==> config.mk <==
export PLATFORM = sky130hd
export DESIGN_NAME = uart_command_rx
export DESIGN_NICKNAME = d
export VERILOG_FILES = /design/src/rtl/stopwatch_pkg.sv /design/src/rtl/uart_bit_timer.sv /design/src/rtl/uart_command_rx.sv
export SDC_FILE = /design/constraint.sdc
export NUM_CORES = 1
export LEC_CHECK = 0
export CORE_UTILIZATION = 55
export DETAILED_ROUTE_END_ITERATION = 7
export PLACE_DENSITY = 0.79
export SYNTH_ARGS = -nofsm -noshare
export SYNTH_HDL_FRONTEND = slang
export SYNTH_SLANG_ARGS = --single-unit
==> constraint.sdc <==
create_clock -name clk -period 5.9 [get_ports clk]
set_clock_uncertainty 0.15 [all_clocks]
set_input_delay 0.885 -clock clk [delete_from_list [all_inputs] [get_ports clk]]
set_output_delay 0.885 -clock clk [all_outputs]
set_load 0.02 [all_outputs]
==> src/rtl/stopwatch_pkg.sv <==
// Shared types and constants for the stopwatch UART command receiver.
// Holds the receiver state encoding and the ASCII command bytes.
package stopwatch_pkg;

    typedef enum logic [2:0] {
        IDLE,
        START,
        DATA,
        STOP,
        WAIT_HIGH
    } rx_state_e;

    typedef enum logic [1:0] {
        CMD_NONE,
        CMD_GO,
        CMD_HALT,
        CMD_ZERO
    } cmd_e;

    localparam logic [7:0] CMD_START_UC = 8'h53;
    localparam logic [7:0] CMD_START_LC = 8'h73;
    localparam logic [7:0] CMD_STOP_UC  = 8'h50;
    localparam logic [7:0] CMD_STOP_LC  = 8'h70;
    localparam logic [7:0] CMD_CLEAR_UC = 8'h52;
    localparam logic [7:0] CMD_CLEAR_LC = 8'h72;

    // Map a received byte onto the command it carries, if any.
    function automatic cmd_e decode_cmd(input logic [7:0] b);
        cmd_e c;
        unique case (b)
            CMD_START_UC, CMD_START_LC: c = CMD_GO;
            CMD_STOP_UC,  CMD_STOP_LC:  c = CMD_HALT;
            CMD_CLEAR_UC, CMD_CLEAR_LC: c = CMD_ZERO;
            default:                    c = CMD_NONE;
        endcase
        return c;
    endfunction

endpackage

==> src/rtl/uart_bit_timer.sv <==
// Free-running bit-period counter with clear and two terminal counts.
// 'half' selects the half-bit count used to centre on the start bit.
module uart_bit_timer #(
    parameter int FULL_CNT = 868,
    parameter int HALF_CNT = 434
) (
    input  logic clk,
    input  logic rst,
    input  logic clear,
    input  logic half,
    output logic done
);

    localparam int W = $clog2(FULL_CNT + 1);
    localparam logic [W-1:0] FULL_TC = W'(FULL_CNT - 1);
    localparam logic [W-1:0] HALF_TC = W'(HALF_CNT - 1);

    logic [W-1:0] cnt_q;
    logic [W-1:0] cnt_d;
    logic [W-1:0] term;

    // Next count: wrap on terminal, hold at zero while cleared.
    always_comb begin
        term  = half ? HALF_TC : FULL_TC;
        done  = 1'b0;
        cnt_d = cnt_q + W'(1);
        if (clear) begin
            cnt_d = '0;
        end else if (cnt_q == term) begin
            done  = 1'b1;
            cnt_d = '0;
        end
    end

    // Counter register.
    always_ff @(posedge clk or posedge rst) begin
        if (rst) begin
            cnt_q <= '0;
        end else begin
            cnt_q <= cnt_d;
        end
    end

endmodule

==> src/rtl/uart_command_rx.sv <==
// 8N1 UART receiver that decodes stopwatch start/stop/clear commands.
// Outputs are registered; command pulses coincide with data_valid.
module uart_command_rx
    import stopwatch_pkg::*;
#(
    parameter int CLK_FREQ_HZ = 100_000_000,
    parameter int BAUD_RATE   = 115_200
) (
    input  logic       clk,
    input  logic       rst,
    input  logic       rx,
    output logic [7:0] data,
    output logic       data_valid,
    output logic       frame_err,
    output logic       cmd_start,
    output logic       cmd_stop,
    output logic       cmd_clear,
    output logic       run
);

    localparam int CLKS_PER_BIT = CLK_FREQ_HZ / BAUD_RATE;
    localparam int HALF_BIT     = CLKS_PER_BIT / 2;

    logic      rx_meta_q;
    logic      rx_s_q;

    rx_state_e state_q,      state_d;
    logic [7:0] shift_q,     shift_d;
    logic [2:0] bit_cnt_q,   bit_cnt_d;
    logic [7:0] data_q,      data_d;
    logic      data_valid_q, data_valid_d;
    logic      frame_err_q,  frame_err_d;
    logic      cmd_start_q,  cmd_start_d;
    logic      cmd_stop_q,   cmd_stop_d;
    logic      cmd_clear_q,  cmd_clear_d;
    logic      run_q,        run_d;

    logic      tmr_clear;
    logic      tmr_half;
    logic      tmr_done;

    uart_bit_timer #(
        .FULL_CNT (CLKS_PER_BIT),
        .HALF_CNT (HALF_BIT)
    ) u_bit_timer (
        .clk   (clk),
        .rst   (rst),
        .clear (tmr_clear),
        .half  (tmr_half),
        .done  (tmr_done)
    );

    // Two-flop synchronizer; resets to the idle-high line level.
    always_ff @(posedge clk or posedge rst) begin
        if (rst) begin
            rx_meta_q <= 1'b1;
            rx_s_q    <= 1'b1;
        end else begin
            rx_meta_q <= rx;
            rx_s_q    <= rx_meta_q;
        end
    end

    // Frame FSM next-state, shift register and output pulses.
    always_comb begin
        state_d      = state_q;
        shift_d      = shift_q;
        bit_cnt_d    = bit_cnt_q;
        data_d       = data_q;
        run_d        = run_q;
        data_valid_d = 1'b0;
        frame_err_d  = 1'b0;
        cmd_start_d  = 1'b0;
        cmd_stop_d   = 1'b0;
        cmd_clear_d  = 1'b0;
        tmr_clear    = 1'b0;
        tmr_half     = (state_q == START);

        unique case (state_q)
            IDLE: begin
                tmr_clear = 1'b1;
                bit_cnt_d = '0;
                if (!rx_s_q) begin
                    state_d = START;
                end
            end
            START: begin
                if (tmr_done) begin
                    state_d = rx_s_q ? IDLE : DATA;
                end
            end
            DATA: begin
                if (tmr_done) begin
                    shift_d   = {rx_s_q, shift_q[7:1]};
                    bit_cnt_d = bit_cnt_q + 3'd1;
                    if (bit_cnt_q == 3'd7) begin
                        state_d = STOP;
                    end
                end
            end
            STOP: begin
                if (tmr_done) begin
                    if (rx_s_q) begin
                        data_d       = shift_q;
                        data_valid_d = 1'b1;
                        state_d      = IDLE;
                        unique case (decode_cmd(shift_q))
                            CMD_GO: begin
                                cmd_start_d = 1'b1;
                                run_d       = 1'b1;
                            end
                            CMD_HALT: begin
                                cmd_stop_d = 1'b1;
                                run_d      = 1'b0;
                            end
                            CMD_ZERO: begin
                                cmd_clear_d = 1'b1;
                                run_d       = 1'b0;
                            end
                            default: begin
                            end
                        endcase
                    end else begin
                        frame_err_d = 1'b1;
                        state_d     = WAIT_HIGH;
                    end
                end
            end
            WAIT_HIGH: begin
                tmr_clear = 1'b1;
                if (rx_s_q) begin
                    state_d = IDLE;
                end
            end
            default: begin
                state_d = IDLE;
            end
        endcase
    end

    // State and output registers; reset aborts any frame in flight.
    always_ff @(posedge clk or posedge rst) begin
        if (rst) begin
            state_q      <= IDLE;
            shift_q      <= '0;
            bit_cnt_q    <= '0;
            data_q       <= '0;
            data_valid_q <= 1'b0;
            frame_err_q  <= 1'b0;
            cmd_start_q  <= 1'b0;
            cmd_stop_q   <= 1'b0;
            cmd_clear_q  <= 1'b0;
            run_q        <= 1'b0;
        end else begin
            state_q      <= state_d;
            shift_q      <= shift_d;
            bit_cnt_q    <= bit_cnt_d;
            data_q       <= data_d;
            data_valid_q <= data_valid_d;
            frame_err_q  <= frame_err_d;
            cmd_start_q  <= cmd_start_d;
            cmd_stop_q   <= cmd_stop_d;
            cmd_clear_q  <= cmd_clear_d;
            run_q        <= run_d;
        end
    end

    assign data       = data_q;
    assign data_valid = data_valid_q;
    assign frame_err  = frame_err_q;
    assign cmd_start  = cmd_start_q;
    assign cmd_stop   = cmd_stop_q;
    assign cmd_clear  = cmd_clear_q;
    assign run        = run_q;

endmodule
# After elaboration in Yosys (flattened, before gate mapping)
# Cells that the tools add are included.
[op_classes]
add_sub_neg = 2
eq_ne = 21
mux = 40
reduce_logical = 13
[ops]
columns = ["op", "n"]
rows = [
  ["== test 8 x 7 -> 1 bit (second input constant)", 6],
  ["2-to-1 mux 10 bit", 3],
  ["2-to-1 mux 3 bit", 8],
  ["2-to-1 mux 1 bit", 21],
  ["case mux 3 bit (5 select lines)", 1],
  ["!= test 2 bit (second input constant)", 6],
  ["adder 10 x 1 -> 10 bit (second input constant)", 1],
  ["== test 10 bit", 1],
  ["OR reduction 2 bit", 5],
  ["2-to-1 mux 2 bit", 4],
  ["== test 3 x 2 -> 1 bit (second input constant)", 2],
  ["== test 3 bit (second input constant)", 2],
  ["case mux 2 bit (3 select lines)", 1],
  ["case mux 3 bit (2 select lines)", 1],
  ["AND reduction 6 bit", 1],
  ["== test 2 bit (second input constant)", 2],
  ["AND reduction 2 bit", 2],
  ["AND reduction 4 bit", 1],
  ["nonzero test 2 bit", 2],
  ["adder 3 x 1 -> 3 bit (second input constant)", 1],
  ["== test 3 x 1 -> 1 bit (second input constant)", 1],
  ["logical NOT 3 bit", 1],
  ["AND reduction 3 bit", 1],
  ["== test 2 x 1 -> 1 bit (second input constant)", 1],
  ["case mux 1 bit (2 select lines)", 1],
]
[word_totals]
regBits = 40
inputBits = 3
out_inout_bits = 14
elab_cells = 89

# Logic depth before layout (Yosys ltp)
# Gate-level depths: netlist of run 1.
[depth]
word_depth = 12
depth_mapped = 5
depth_no_buf = 5

# Modules after synthesis
# A second synthesis of run 1 with hierarchy kept.
[hier_totals]
hier_cells = 142
hier_area_um2 = 1836.8
[by_module_without_submodules]
columns = ["module", "instances", "cells_each", "area_per_inst_um2", "seq_area_each_um2"]
rows = [
  ["uart_command_rx", 1, 87, 1242.4, 753.2],
  ["uart_bit_timer", 1, 55, 594.3, 250.2],
]

# Least setup slack after synthesis of run 1
# OpenSTA, ideal clock, no wires.
[synth_path]
path_type = "register to register"
startpoint = "reg u_bit_timer.cnt_q[3]"
endpoint = "reg data_q[0] (netlist: data[0])"
setup_ns = 0.125
t_arrival_ns = 1.654
required_time_ns = 5.625
setup_slack_ns = 3.971
stages_incl_launch_ff = 6
path_buffers = 1
period_less_slack_ns = 1.929
path_cell_list = "dfrtp_1 > and4bb_1 > nand4_4 > nor4_4 > buf_6 > mux2_4"
[synth_via]
elab_chain_cells = 4
[synth_rtl]
columns = ["element", "line", "rtl"]
rows = [
  ["start, declared", "uart_bit_timer.sv:18", "logic [W-1:0] cnt_q;"],
  ["start signal, assigned", "uart_bit_timer.sv:40", "cnt_q <= cnt_d;"],
  ["== test 10 bit", "uart_bit_timer.sv:29", "end else if (cnt_q == term) begin"],
  ["2-to-1 mux 1 bit", "uart_bit_timer.sv:29", ""],
  ["2-to-1 mux 1 bit", "uart_bit_timer.sv:27", "if (clear) begin"],
  ["AND reduction 3 bit (no source line)", "-", ""],
  ["end signal, assigned", "uart_command_rx.sv:158", "data_q <= data_d;"],
  ["end, declared", "uart_command_rx.sv:30", "logic [7:0] data_q, data_d;"],
]
# Every way passes these cells.
# A chain may end at the register's enable or synchronous reset.

# Worst setup path in the final report of run 1
[layout_path]
startpoint = "reg u_bit_timer.cnt_q[3]"
endpoint = "reg data_q[5] (netlist: data[5])"
# The elaborated chain is that of the path after synthesis.

==> metrics.cfg, run 1 <==
[grt]
grt_pass1_wl_mm=5.237
antenna_found_initial=0
grt_usage=0.2090
grt_pass1_vias=1104
grt_overflow=0
grt_max_degree=41

[logic_synthesis]
synth.area.mux_share=0.1390
synth_cell_types=39
avgSynthCellArea_um2=12.86
synth_nets=148
yosys_register_bits=40
synth_xor_area_frac=0.03836
synth_area_um2=1827
ys.flop_type=dfrtp_1
synth_edf_count=0
async_flop_share=1.000
synth_fa_ha_area_frac=0.02055
synth_warnings=0
ys_seq_area_frac=0.5493
synth_area_leaders=dfrtp_1 52%, mux2_4 12%, nor3_1 3.0%
synth_compound_area_frac=0.04247
synth_top_family_by_area=simple AND/OR/NAND/NOR gates
synthSimpleGateAreaFrac=0.1774
synthCells=142
synth_top_cell_area_share=0.5205
yosysTopAreaCell=dfrtp_1

[clocking]
clock-root-buffer=clkbuf_4
postCtsHoldBufs=0
clock_latency_ns=0.35
htree_levels=2
cts_sinks=40
cts.repair.resized=0
path_clk_slew_ns=0.12
cts_buffer_depth=2
post_cts_buffers=0
numCtsBuffers=5
tritoncts=yes

[power]
switching_share=0.2252
clockPowerShare=0.320
p_int_mw=0.3229
power_leakage_nw=0.9283
pwr_density_cell_nw_per_um2=201.5
p_total_mw=0.4168
netSwitchingPower_mw=0.09386
seq_power_share=0.663
combinationalPowerShare=0.018
ir_worst_vdd_uv=121.3

[critical_path]
r2r_end=data[5]
startpoint_type=register
r2r_slack_ns=3.47
critPathLaunch=u_bit_timer.cnt_q[3]
ff2ff_path_depth=4
critPathKind=reg -> reg
path_cells=and4bb_1 -> nand4_4 -> nor4_4 -> mux2_2
crit_fanout=12
slowest_delay_ns=0.75
critical_path_arrival_ns=2.52
r2r-start=u_bit_timer.cnt_q[3]
crit_buf_inv=0
crit_family=simple AND/OR/NAND/NOR gates
crit_slowest_cell=nor4_4
cp.required_ns=5.99
crit_path_end_kind=register

[sta]
grt_setup_unrepaired=no
setup_viol_count_final=0
worst_slew_pin_slew_ns=0.8521
setup_ws_ns=3.474
max_freq_mhz=412.3
hold_viol_final=0
maxSlewViolCount=0
setup_tns_ns=0
slew_headroom=0.4277
fin_crit_ns=2.426
finalCritPeriodShare=0.4111
hold_ws_ns=0.2171

[cells_and_area]
fillers=250
drive_gt1_frac=0.1963
stdcell_count=207
final_util=0.6665
layout_common_cells=38 x dfrtp_1, 16 x clkdlybuf4s50_1, 14 x mux2_4, 11 x nor3_1, 9 x nor2_1
final_area_um2=2068
antenna_cells=0
final_common_cell=dfrtp_1
syn_to_final_growth_pct=13.22
final_nets=168

[floorplanning]
io_pins=17
coreArea_um2=3103
die_width_um=59.63
initial_core_util=0.5887
row_count=20
dieArea_um2=3556
die_h_um=59.63

[drt]
postRouteAntennaNets=0
drc=0
drt_iter0_markers=35
viasPerCell=5.589
wl_mm=3.070
firstDrtPassIters=4
drt-wirelength-per-cell_um=14.83
dr_total_vias=1157

[run]
drv_cap=0

[place]
io_buffers=16
dpl_cell_area_um2=2012
hpwlAfterDp_mm=2.133
dp.cells=199
post-place-ws_ns=3.537
routabilityCongestion=0.8269

[hold_path]
holdPathEnd=rx_s_q
whs_path_depth=0
worstHoldPathType=reg -> reg
hp-start=rx_meta_q

[status]
outcome=finished clean

-- cells by family after synthesis --
kind of cell    Yosys count
flops                    40
xor+xnor                  8
simple gates             52
fa+ha+maj                 3
mux                      18
compound gates           11
buf+inv                  10
-- flip-flops by register name, summed over array words and instances (netlist names) --
signal / cells
shift_q: 8
bit_cnt_q: 3
run: 1
frame_err: 1
cmd_stop: 1
cmd_clear: 1
u_bit_timer.cnt_q: 10
rx_meta_q: 1
state_q: 3
data: 8
cmd_start: 1
data_valid: 1
rx_s_q: 1
-- synth_stat cells, types with 2 or more instances --
| master | instances |
|---|---|
| buf_6 | 3 |
| dfstp_2 | 2 |
| nand3_1 | 6 |
| and3_1 | 2 |
| nand2_1 | 8 |
| o22ai_1 | 2 |
| dfrtp_1 | 38 |
| ha_1 | 3 |
| mux2_2 | 3 |
| nor3_1 | 11 |
| nor2_1 | 9 |
| a21oi_1 | 2 |
| inv_1 | 6 |
| o211ai_1 | 2 |
| mux2_4 | 14 |
| and2_1 | 2 |
| xor2_1 | 3 |
| xnor2_1 | 5 |
-- cell type report --
cell class | count | area [um^2] | area share
Sequential cell | 40 | 1003 | 0.4852
Inverter | 6 | 22.52 | 0.01089
Timing Repair Buffer | 17 | 167.7 | 0.08106
Clock inverter | 3 | 18.77 | 0.009074
Multi-Input combinational cell | 92 | 763.2 | 0.3690
Tap cell | 44 | 55.05 | 0.02662
Clock buffer | 5 | 37.54 | 0.01815
-- worst max path at each step --
stage / end / slack [ns] / depth (start not counted)
after global placement: data[5] / 3.60 / 4
after CTS: data[0] / 3.49 / 1
after global routing: data[5] / 3.40 / 4
after floorplan: bit_cnt_q[0] / 3.95 / 1
final: data[5] / 3.47 / 4
after detailed placement: data[5] / 3.54 / 4
-- power by group through the flow --
stage,logic [mW],registers [mW],clock network (mW)
after CTS,0.00770,0.276,0.139
after global routing,0.00858,0.276,0.151
final,0.00733,0.276,0.133
after global placement,0.00761,0.281,0
after floorplan,0.00452,0.281,0
after detailed placement,0.00779,0.281,0
-- metal layers --
layer  part of all wire  GRT usage  up-vias
met5                  0          0        -
met2               0.47     0.3242       40
met1               0.45     0.2604      568
met3              0.053    0.06769        5
li1                   -          -      544
met4              0.023     0.1096        0
No activity file was read; power rests on OpenSTA's default activity.
==> inputs of run 2 (changes only) <==
==> constraint.sdc (replaced) <==
create_clock -name clk -period 2.4 [get_ports clk]
set_clock_uncertainty 0.15 [all_clocks]
set_input_delay 0.36 -clock clk [delete_from_list [all_inputs] [get_ports clk]]
set_output_delay 0.36 -clock clk [all_outputs]
set_load 0.02 [all_outputs]
==> run 2 against run 1 <==
Net effect: final area is 0.61% higher; register-to-register slack worse by 3.2 ns; sequential power is 150% higher; die area stayed put; cell count is 0.97% higher; largest cell class unchanged; hold slack better by 0.020 ns; non-clock buffer count is 3 higher; global-route usage is 0.60 points lower; critical endpoint is now shift_q[5].
==> metrics.cfg, run 2 (synthesized netlist as in run 1, its figures left out) <==
[critical_path]
critPathKind=reg -> reg
crit_path_end_kind=register
path_cells=and4bb_1 -> nand4_4 -> or2_1 -> mux2_4
startpoint_type=register
crit_fanout=10  ; -2
cp.required_ns=2.47  ; -3.52 ns
crit_slowest_cell=or2_1
ff2ff_path_depth=4  ; unchanged
slowest_delay_ns=0.47  ; -0.28 ns
critical_path_arrival_ns=2.16  ; -0.36 ns

[power]
power_leakage_nw=0.9378  ; +1.0%
ir_worst_vdd_uv=282.1  ; +130%
pwr_density_cell_nw_per_um2=480.3  ; +140%

[cells_and_area]
antenna_cells=0  ; unchanged
top_register=u_bit_timer.cnt_q
stdcell_count=209  ; +0.97%
layout_common_cells=38 x dfrtp_1, 16 x clkdlybuf4s50_1, 14 x mux2_4, 11 x nor3_1, 9 x nor2_1
fillers=261  ; +4.4%
final_common_cell=dfrtp_1
final_nets=171  ; +1.8%
syn_to_final_growth_pct=13.90
final_util=0.6706  ; +0.004033
largest_register_ffs=10  ; unchanged
drive_gt1_frac=0.2000  ; +0.003681

[run]
drv_cap=0  ; unchanged

[clocking]
cts.repair.resized=0  ; unchanged
cts_sinks=40  ; unchanged
clock_latency_ns=0.34  ; about the same
post_cts_buffers=0  ; unchanged
cts_buffer_depth=2  ; unchanged
tritoncts=yes
numCtsBuffers=5  ; unchanged
postCtsHoldBufs=0  ; unchanged
path_clk_slew_ns=0.11  ; about the same
htree_levels=2  ; unchanged
clock-root-buffer=clkbuf_4

[sta]
maxSlewViolCount=0  ; unchanged
max_freq_mhz=477.4  ; +16%
fin_crit_ns=2.095  ; -0.3310 ns
slew_headroom=0.6409  ; +0.2132
setup_tns_ns=0  ; unchanged
finalCritPeriodShare=0.8728  ; +0.4616
worst_slew_pin_slew_ns=0.5386  ; -0.3134 ns
grt_setup_unrepaired=no
hold_ws_ns=0.2373  ; +0.02022 ns
setup_viol_count_final=0  ; unchanged
hold_viol_final=0  ; unchanged

[place]
io_buffers=16  ; unchanged
hpwlAfterDp_mm=2.106  ; -1.3%
routabilityCongestion=0.8342  ; +0.88%
dp.cells=202  ; +1.5%

[status]
outcome=finished clean

[drt]
wl_mm=2.951  ; -3.9%
viasPerCell=5.316  ; -4.9%
drt_iter0_markers=46  ; +31%
firstDrtPassIters=4  ; unchanged
dr_total_vias=1111  ; -4.0%
drc=0  ; unchanged
postRouteAntennaNets=0  ; unchanged
drt-wirelength-per-cell_um=14.12  ; -4.8%

[floorplanning]
row_count=20  ; unchanged
initial_core_util=0.5887  ; unchanged
coreArea_um2=3103  ; unchanged
die_width_um=59.63  ; unchanged
io_pins=17  ; unchanged
die_h_um=59.63  ; unchanged
dieArea_um2=3556  ; unchanged

[grt]
gr-usage-met3=0.08079  ; +0.01310
grt_pass1_vias=1084  ; -1.8%
grt_util_met1=0.2830  ; +0.02265
grt_overflow=0  ; unchanged
grt_usage=0.2029  ; -0.006050
antenna_found_initial=0  ; unchanged
grt_pass1_wl_mm=5.043  ; -3.7%
grt_max_degree=41  ; unchanged
grt_use_met2=0.2889  ; -0.03531
busiest_layer=met2

[hold_path]
whs_path_depth=0  ; unchanged
worstHoldPathType=reg -> reg

==> run 2: power by group <==
group / internal (mW) / leakage (nW) / switching [mW] / total [mW]
Sequential: 0.677 / 0.537 / 0.00207 / 0.679
Clock: 0.108 / 0.0281 / 0.195 / 0.303
Combinational: 0.00451 / 0.373 / 0.0133 / 0.0178
==> run 2: final cells by class <==
| type | count | area (um^2) | area share |
|---|---|---|---|
| Clock inverter | 1 | 5.005 | 0.002405 |
| Timing Repair Buffer | 20 | 190.2 | 0.09140 |
| Multi-Input combinational cell | 92 | 763.2 | 0.3668 |
| Tap cell | 44 | 55.05 | 0.02646 |
| Sequential cell | 40 | 1003 | 0.4823 |
| Inverter | 6 | 22.52 | 0.01082 |
| Clock buffer | 6 | 41.29 | 0.01984 |
==> run 2: worst paths after layout <==
path	slack, ns	to	start
worst max-delay path	0.31	shift_q[5]	u_bit_timer.cnt_q[3]
worst min-delay path	0.24	rx_s_q	rx_meta_q
worst max register to register	0.31	shift_q[5]	u_bit_timer.cnt_q[3]
worst min register to register	0.24	rx_s_q	rx_meta_q
max in group asynchronous	1.46	rx_s_q	rst
min in group asynchronous	0.28	u_bit_timer.cnt_q[3]	rst
==> run 2: critical path, delay by kind of cell (launching register included) <==
kind / cells / cell delay, ns
and+or+nand+nor: 3 / 1.01
DFF: 1 / 0.45
muxes: 1 / 0.37
==> run 2: stage by stage <==
| step | setup slack, ns | cell area (um^2) | total power, mW |
|---|---|---|---|
| 6_report | 0.3054 | 2081 | 0.9994 |
| 5_1_grt | 0.2170 | 2081 | 1.043 |
| 4_1_cts | 0.3144 | 2081 | 1.010 |
| 3_5_place_dp | 0.3428 | 2034 | 0.7108 |
| 3_3_place_gp | 0.3855 | 2034 | 0.7103 |
| 2_1_floorplan | 0.4711 | 1827 | 0.7022 |
==> run 2: routing by layer <==
metal	vias to the layer above	routed length, um
met5	-	0
met1	531	1446
met4	0	43
met2	23	1318
met3	5	143
li1	552	-
==> inputs of run 3 (changes only) <==
--- a/config.mk
+++ b/config.mk
@@ -8,6 +8,7 @@
 export CORE_UTILIZATION = 55
 export DETAILED_ROUTE_END_ITERATION = 7
 export PLACE_DENSITY = 0.79
+export SLEW_MARGIN = 5
 export SYNTH_ARGS = -nofsm -noshare
 export SYNTH_HDL_FRONTEND = slang
 export SYNTH_SLANG_ARGS = --single-unit
==> results of run 3 <==
Same layout as run 2: the final DEF is identical, and so are final timing and power.
